<file path="src/rtl/wave_weight_serializer.sv">
// wave_weight_serializer: converts signed weight vectors to sign-magnitude and emits nonzero bit-columns MSB-first
// Ports: clk/reset_n (async active-low); w_valid/w_ready/weight/load_prev capture a vector;
// stall freezes the beat stream; en/load_accum/last drive the MAC; sign/w_bit/column_idx carry the current column.
module wave_weight_serializer #(
  parameter int DATA_WIDTH = 8,
  parameter int VEC_LENGTH = 16
) (
  input  logic                                  clk,
  input  logic                                  reset_n,
  input  logic                                  w_valid,
  output logic                                  w_ready,
  input  logic [VEC_LENGTH-1:0][DATA_WIDTH-1:0] weight,
  input  logic                                  load_prev,
  input  logic                                  stall,
  output logic                                  en,
  output logic                                  load_accum,
  output logic [VEC_LENGTH-1:0]                 sign,
  output logic [VEC_LENGTH-1:0]                 w_bit,
  output logic [$clog2(DATA_WIDTH)-1:0]         column_idx,
  output logic                                  last
);
  localparam int CW = $clog2(DATA_WIDTH);
  typedef enum logic {IDLE, SERIAL} state_t;
  state_t state, state_d;
  logic [DATA_WIDTH-1:0] mask, mask_in;
  logic [VEC_LENGTH-1:0][DATA_WIDTH-1:0] mag, mag_in;
  logic [VEC_LENGTH-1:0] sgn, sgn_in;
  logic lp_q, first, one, acc;
  logic [CW-1:0] col;
  always_comb begin
    mask_in = '0;
    for (int j = 0; j < VEC_LENGTH; j++) begin
      sgn_in[j] = weight[j][DATA_WIDTH-1];
      mag_in[j] = sgn_in[j] ? ~weight[j] + 1'b1 : weight[j];
      mask_in = mask_in | mag_in[j];
    end
  end
  // last assignment wins, so col ends up at the highest set mask bit
  always_comb begin
    col = '0;
    for (int i = 0; i < DATA_WIDTH; i++)
      if (mask[i]) col = CW'(i);
  end
  assign one = (mask & (mask - 1'b1)) == '0;
  always_comb begin
    state_d = state;
    en = 1'b0;
    w_ready = 1'b0;
    if (state == IDLE) begin
      w_ready = 1'b1;
      if (w_valid) state_d = SERIAL;
    end else begin
      en = !stall;
      w_ready = !stall && one;
      if (!stall && one && !w_valid) state_d = IDLE;
    end
    w_ready = w_ready && reset_n;
  end
  assign acc = w_valid && w_ready;
  assign last = en && one;
  assign load_accum = en && first && lp_q;
  assign column_idx = col;
  assign sign = (state == SERIAL) ? sgn : '0;
  always_comb begin
    for (int j = 0; j < VEC_LENGTH; j++)
      w_bit[j] = (state == SERIAL) && mag[j][col];
  end
  always_ff @(posedge clk or negedge reset_n) begin
    if (!reset_n) state <= IDLE;
    else state <= state_d;
  end
  // an all-zero vector still produces one column-0 beat so first/last framing is kept
  always_ff @(posedge clk or negedge reset_n) begin
    if (!reset_n) begin
      mask <= '0;
      mag <= '0;
      sgn <= '0;
      lp_q <= 1'b0;
      first <= 1'b0;
    end else if (acc) begin
      mask <= (mask_in == '0) ? DATA_WIDTH'(1) : mask_in;
      mag <= mag_in;
      sgn <= sgn_in;
      lp_q <= load_prev;
      first <= 1'b1;
    end else if (en) begin
      mask[col] <= 1'b0;
      first <= 1'b0;
    end
  end
endmodule

</file>
<file path="config.mk">
export PLATFORM = sky130hd
export DESIGN_NAME = wave_weight_serializer
export DESIGN_NICKNAME = d
export VERILOG_FILES = /design/src/rtl/wave_weight_serializer.sv
export SDC_FILE = /design/constraint.sdc
export NUM_CORES = 1
export LEC_CHECK = 0
export ABC_AREA = 1
export CAP_MARGIN = 20
export CELL_PAD_IN_SITES_DETAIL_PLACEMENT = 1
export CELL_PAD_IN_SITES_GLOBAL_PLACEMENT = 1
export CORE_MARGIN = 2
export CORE_UTILIZATION = 41
export CTS_BUF_LIST = sky130_fd_sc_hd__clkbuf_16
export DETAILED_ROUTE_END_ITERATION = 8
export PLACE_DENSITY = 0.9
export SLEW_MARGIN = 15
export SYNTH_ARGS = -nofsm -noshare
export SYNTH_HDL_FRONTEND = slang
export SYNTH_SLANG_ARGS = --single-unit
</file>
<file path="constraint.sdc">
create_clock -name clk -period 4.5 [get_ports clk]
set_input_delay 0.9 -clock clk [delete_from_list [all_inputs] [get_ports clk]]
set_output_delay 0.9 -clock clk [all_outputs]
set_load 0.05 [all_outputs]
</file>
==> Word-level counts from Yosys, hierarchy flattened <==
Index checks and enable logic that the tools add are counted.
{ "classes": {"addsub": 17, "magnitude_cmp": 2, "muxes": 68, "bitwise": 34, "n_reduce_logical": 29} }
{ "ops": {"columns": ["cell", "count"], "rows": [
  ["two-way mux 8 bit", 19],
  ["NOT 8 bit", 17],
  ["adder 8 x 1 -> 8 bit (second input constant)", 16],
  ["bitwise OR 8 bit", 15],
  ["binary-select mux 1 bit (select 3 bit)", 16],
  ["two-way mux 1 bit", 25],
  ["logical AND 1 bit", 24],
  ["AND 8 bit", 2],
  ["zero test 8 bit", 2],
  ["two-way mux 16 bit", 1],
  ["two-way mux 3 bit", 4],
  ["subtractor 8 x 1 -> 8 bit (second input constant)", 1],
  ["less-than comparator 3 x 4 -> 1 bit (second input constant)", 1],
  ["two-way mux 2 bit", 2],
  ["demux 1 bit (select 3 bit)", 1],
  [">= comparator 3 x 1 -> 1 bit (second input constant)", 1],
  ["zero test 1 bit", 2],
  ["nonzero test 2 bit", 1]
]} }
{ "word_totals": {"reg_bits": 155, "output_inout_bits": 39} }

==> Depth between registers and ports, before layout <==
{ "logic_depth": {"word_depth": 21, "ltp_mapped": 18, "mapped_depth_nobuf": 18} }

==> Worst setup path after synthesis <==
Ideal clock, no wire load.
{ "synth_timing": {"kind": "register to output", "start": "reg mask[7]", "end": "out w_bit[1]", "arrival_time_ns": 2.851, "required_ns": 3.600, "setup_slack_ns": 0.749, "path_stages_with_launch": 9, "n_path_buf": 1, "path_cell_list": "dfrtp_1 inv_2 nand2_2 inv_2 o21ai_2 clkbuf_1 nand3_1 a21oi_1 nor4_1"} }
{ "synth_between": {"elab_chain_cells": 4} }
{ "synth_lines": {"columns": ["item", "line", "text"], "rows": [
  ["start, declared", "25", "logic [DATA_WIDTH-1:0] mask, mask_in;"],
  ["start signal, assigned", "81", "mask <= (mask_in == '0) ? DATA_WIDTH'(1) : mask_in;"],
  ["two-way mux 3 bit", "42", "if (mask[i]) col = CW'(i);"],
  ["named net column_idx[1]", "19", "output logic [$clog2(DATA_WIDTH)-1:0] column_idx,"],
  ["binary-select mux 1 bit (select 3 bit)", "66", "w_bit[j] = (state == SERIAL) && mag[j][col];"],
  ["two-way mux 1 bit (not written as such)", "66", null],
  ["logical AND 1 bit", "66", null],
  ["end, declared", "18", "output logic [VEC_LENGTH-1:0] w_bit,"]
]} }
The timed path passes the listed nets, and every way through them passes these cells. The select of a mux whose other input is x is not followed.

==> Worst setup path in the final report <==
{ "layout_timing": {"start": "reg mask[1]", "end": "out w_bit[11]"} }
{ "layout_between": {"elab_chain_cells": 10} }
{ "layout_lines": {"columns": ["item", "line"], "rows": [
  ["two-way mux 1 bit", "42"],
  ["two-way mux 2 bit (2 in a row)", "42"],
  ["two-way mux 3 bit (4 in a row)", "42"],
  ["binary-select mux 1 bit (select 3 bit)", "66"],
  ["two-way mux 1 bit (not written as such)", "66"],
  ["logical AND 1 bit", "66"]
]} }
No other way between the ends. The select of a mux whose other input is x is not followed.

==> results by group <==
Run status
  – Status: completed

Worst setup path
  – CP bufs+invs: 3
  – CP Launch Type: flop
  – CP Data Arrival Time: ~3.3 ns
  – Crit-path most repeated cell: nor2_1
  – Crit end category: output pin
  – Crit-path max FO: 34
  – Max stage delay on crit path: roughly 0.7 ns
  – R2r startpoint: state$_DFF_PN0_
  – R2r endpoint: mag[107]$_DFFE_PN0P_
  – CP Depth: 13
  – Worst R2R Path Depth: 7
  – Worst-path cell chain: inv_1 -> nor2_1 -> o21ai_1 -> nand2_1 -> nand2_1 -> nand2_2 -> inv_2 -> nand2_4 -> nor2_1 -> nor2_1 -> o221ai_1 -> nor2_1 -> clkdlybuf4s50_1
  – Slowest-stage cell, CP: clkdlybuf4s50_1
  – Crit Path Class: flop to output pin
  – Top delay family on crit path: buffers and inverters
  – Reg2reg setup slack: ~1.9 ns
  – Critical Path RT: 3.60 ns

Detailed routing
  – Wire length on met3: between 1500 and 2000 um
  – Met2 Routed Length: 17670 um
  – Routed vias/inst: 5.342
  – DR top layer: met4
  – DRC viols: 0
  – 1st-iter DRT viols: 775
  – Post-Route M1 WL: 16250 um
  – Drt pass-1 iters: 5
  – WL per Instance: 17.66 um
  – Post-DRT Antenna Nets: 0
  – Via count: 11150
  – Routed wire length: 36850 um

Clock tree
  – Clock root cell: clkbuf_16
  – CTS clock-pin slew for the worst setup and hold paths: 0.06 ns
  – Worst-Skew Late Latency: 0.44 ns
  – Number of buffers created by CTS: 17
  – Max Buffers Root-to-Sink: 2
  – Post CTS Setup Buffer Count: 0
  – CTS tree: done
  – Clock net sink count: around 160
  – Hold_buf cts: 0
  – H-tree depth: 4

STA
  – Min cycle time layout: approximately 4.2 ns
  – Final Hold Viols: 0
  – Fmax achieved: 0.2384 GHz
  – Slew HR: 35.07%
  – Worst Skew: 0.01181 ns
  – Setup total negative slack: 0 ns
  – RSZ-0062 raised after global routing: false
  – Worst slew pin tran: 0.9739 ns
  – Setup violations, final: 0
  – Period utilization: 93.23%
  – Slew Viols, Final: 0

Die
  – DIE HEIGHT: 164.5 um
  – Rows: 58
  – Die Area: around 27000 um^2
  – CORE AREA: 25250 um^2
  – Chip width: approximately 160 um
  – Ports: 172
  – Initial Util: 41.85%

Global route
  – Global-route wire length before repair: 58240 um
  – Largest net degree at the start of global routing: 113
  – Initial antenna violation count: 0
  – Vias in the first global route: 11440
  – Grt ovf: 0
  – All-Layer GR Usage: 27.58%

Finish
  – Multi-input logic area: 5603 um^2
  – Final Net Count: 1893
  – Register Area: 3879 um^2
  – P&R area growth vs syn: 22.82%
  – Fillers: about 3400
  – Diode count: 0
  – Layout cell share with drive strength beyond 1: 7.968%
  – Finished Cell Area: 12980 um^2

Synth
  – Seq cells post-synth: 155
  – Mapped Cells: 1605
  – Yosys warnings: 0
  – Asr flop ratio synth: 100.0%
  – Synth area leader: dfrtp_1
  – Post-synth EDFFs: 0
  – Main area contributors after synthesis: dfrtp_1 (37%), nand2_1 (24%), inv_1 (6.0%), nand3_1 (5.7%), o21ai_2 (5.1%)
  – Synth cell types: 34
  – Post-synth top area share: 36.70%
  – Post-Synthesis Cell Area: 10570 um^2
  – Top-count cell post-synth: nand2_1
  – Mean Syn Cell Area: roughly 6.6 um^2
  – Primary FF master, synth: dfrtp_1
  – Sequential fraction of the synthesis area: ~37%
  – Top post-synthesis cells by count: nand2_1 (678), inv_1 (170), dfrtp_1 (155), nand3_1 (120), nor2_1 (120)
  – Post-Syn Nets: 1754

Pwr
  – Clock power frac: 15.9%
  – PD cells: 728.6 nW/um^2
  – Sw Ratio: 52.37%
  – Worst VDD drop: approximately 0.7 mV
  – Int Power: about 0.0045 W
  – Power Total: 0.009457 W
  – Logic pwr share: around 60%
  – Switching pwr: between 0.004 and 0.005 W
  – Leak: between 6 and 7 nW
  – Flop pwr share: 24.4%

Placement
  – Post-DP HPWL: 27010 um
  – Area of placed instances: 12370 um^2
  – GPL Wtd Cong: slightly below 0.9
  – I/O Buffers: 171

Run
  – Max-cap violations: 0

Min path
  – HP Class: input pin to async pin
-- layout by cell type (no fill, tap or decap), types with 20 or more instances in the layout --
| cell | Yosys | final |
|---|---|---|
| nand2_1 | 678 | 678 |
| o21ai_0 | 61 | 61 |
| nor2_1 | 120 | 120 |
| dfrtp_1 | 155 | 155 |
| nand3_1 | 120 | 120 |
| nor3_1 | 20 | 20 |
| clkdlybuf4s50_1 | 0 | 156 |
| inv_1 | 170 | 171 |
| o21ai_1 | 26 | 26 |
| o21ai_2 | 61 | 61 |
| buf_4 | 5 | 26 |
| nand3b_1 | 36 | 36 |
-- metal layers --
metal,global-route usage (%),up-vias
li1,-,5334
met1,36.19,5442
met2,46.33,309
met3,4.294,63
met4,9.684,0
met5,0,-
-- timing repair --
| item | CTS | global route |
|---|---|---|
| endpoints found under the hold margin | 0 | 0 |
| endpoints found under the setup margin | 0 | 2 |
| gates resized for setup | 0 | 1 |
-- how the worst max path moves through the flow --
| stage | start | endpoint | slack [ns] |
|---|---|---|---|
| finish | mask[1]$_DFFE_PN0P_ | w_bit[11] | 0.30 |
| global route | mask[1]$_DFFE_PN0P_ | w_bit[11] | 0.14 |
| CTS | mask[1]$_DFFE_PN0P_ | w_bit[11] | 0.13 |
| detailed placement | mask[1]$_DFFE_PN0P_ | w_bit[10] | 0.63 |
| global placement | mask[1]$_DFFE_PN0P_ | w_bit[11] | 0.77 |
| floorplan | mask[7]$_DFFE_PN0P_ | w_bit[1] | 0.75 |
-- cell families (layout without fill, tap and decap cells) --
group,count (synthesis),after routing,synth area share (%)
compound gates,187,187,11.53
xor+xnor,6,6,0.4973
fa+ha+maj,16,16,1.894
buf+inv,243,395,10.32
flops,155,155,36.70
simple gates,998,998,39.05
-- final cells by class --
cell class,instances,area share (%)
Clock buffer,17,3.278
Clock inverter,15,1.350
Inverter,178,5.206
Multi-Input combinational cell,1207,43.17
Sequential cell,155,29.89
Tap cell,330,3.181
Timing Repair Buffer,185,13.93
-- state kept, by name, summed over array words and instances (netlist names) --
signal  count
first       1
mask        8
mag       128
state       1
lp_q        1
sgn        16
-- power by group through the flow --
stage / registers (W) / clock network [W] / logic (W)
2_1_floorplan: 0.00218 / 0 / 0.00386
3_3_place_gp: 0.00229 / 0 / 0.00539
3_5_place_dp: 0.00230 / 0 / 0.00556
4_1_cts: 0.00230 / 0.00150 / 0.00562
5_1_grt: 0.00236 / 0.00156 / 0.00604
6_report: 0.00231 / 0.00150 / 0.00565
-- metrics by stage --
stage                     setup WS [ns]  cells  hold slack (ns)  util, %
final                            0.3045   2087           0.3754    51.39
after global routing             0.1403   2087           0.4011    51.39
after CTS                        0.1317   2087           0.3924    51.37
after detailed placement         0.6289   2055           0.4597    48.99
after global placement           0.7721   2055           0.4539    48.99
after floorplan                  0.7487   1605           0.4367        -
Power figures use the tool's default switching activity.
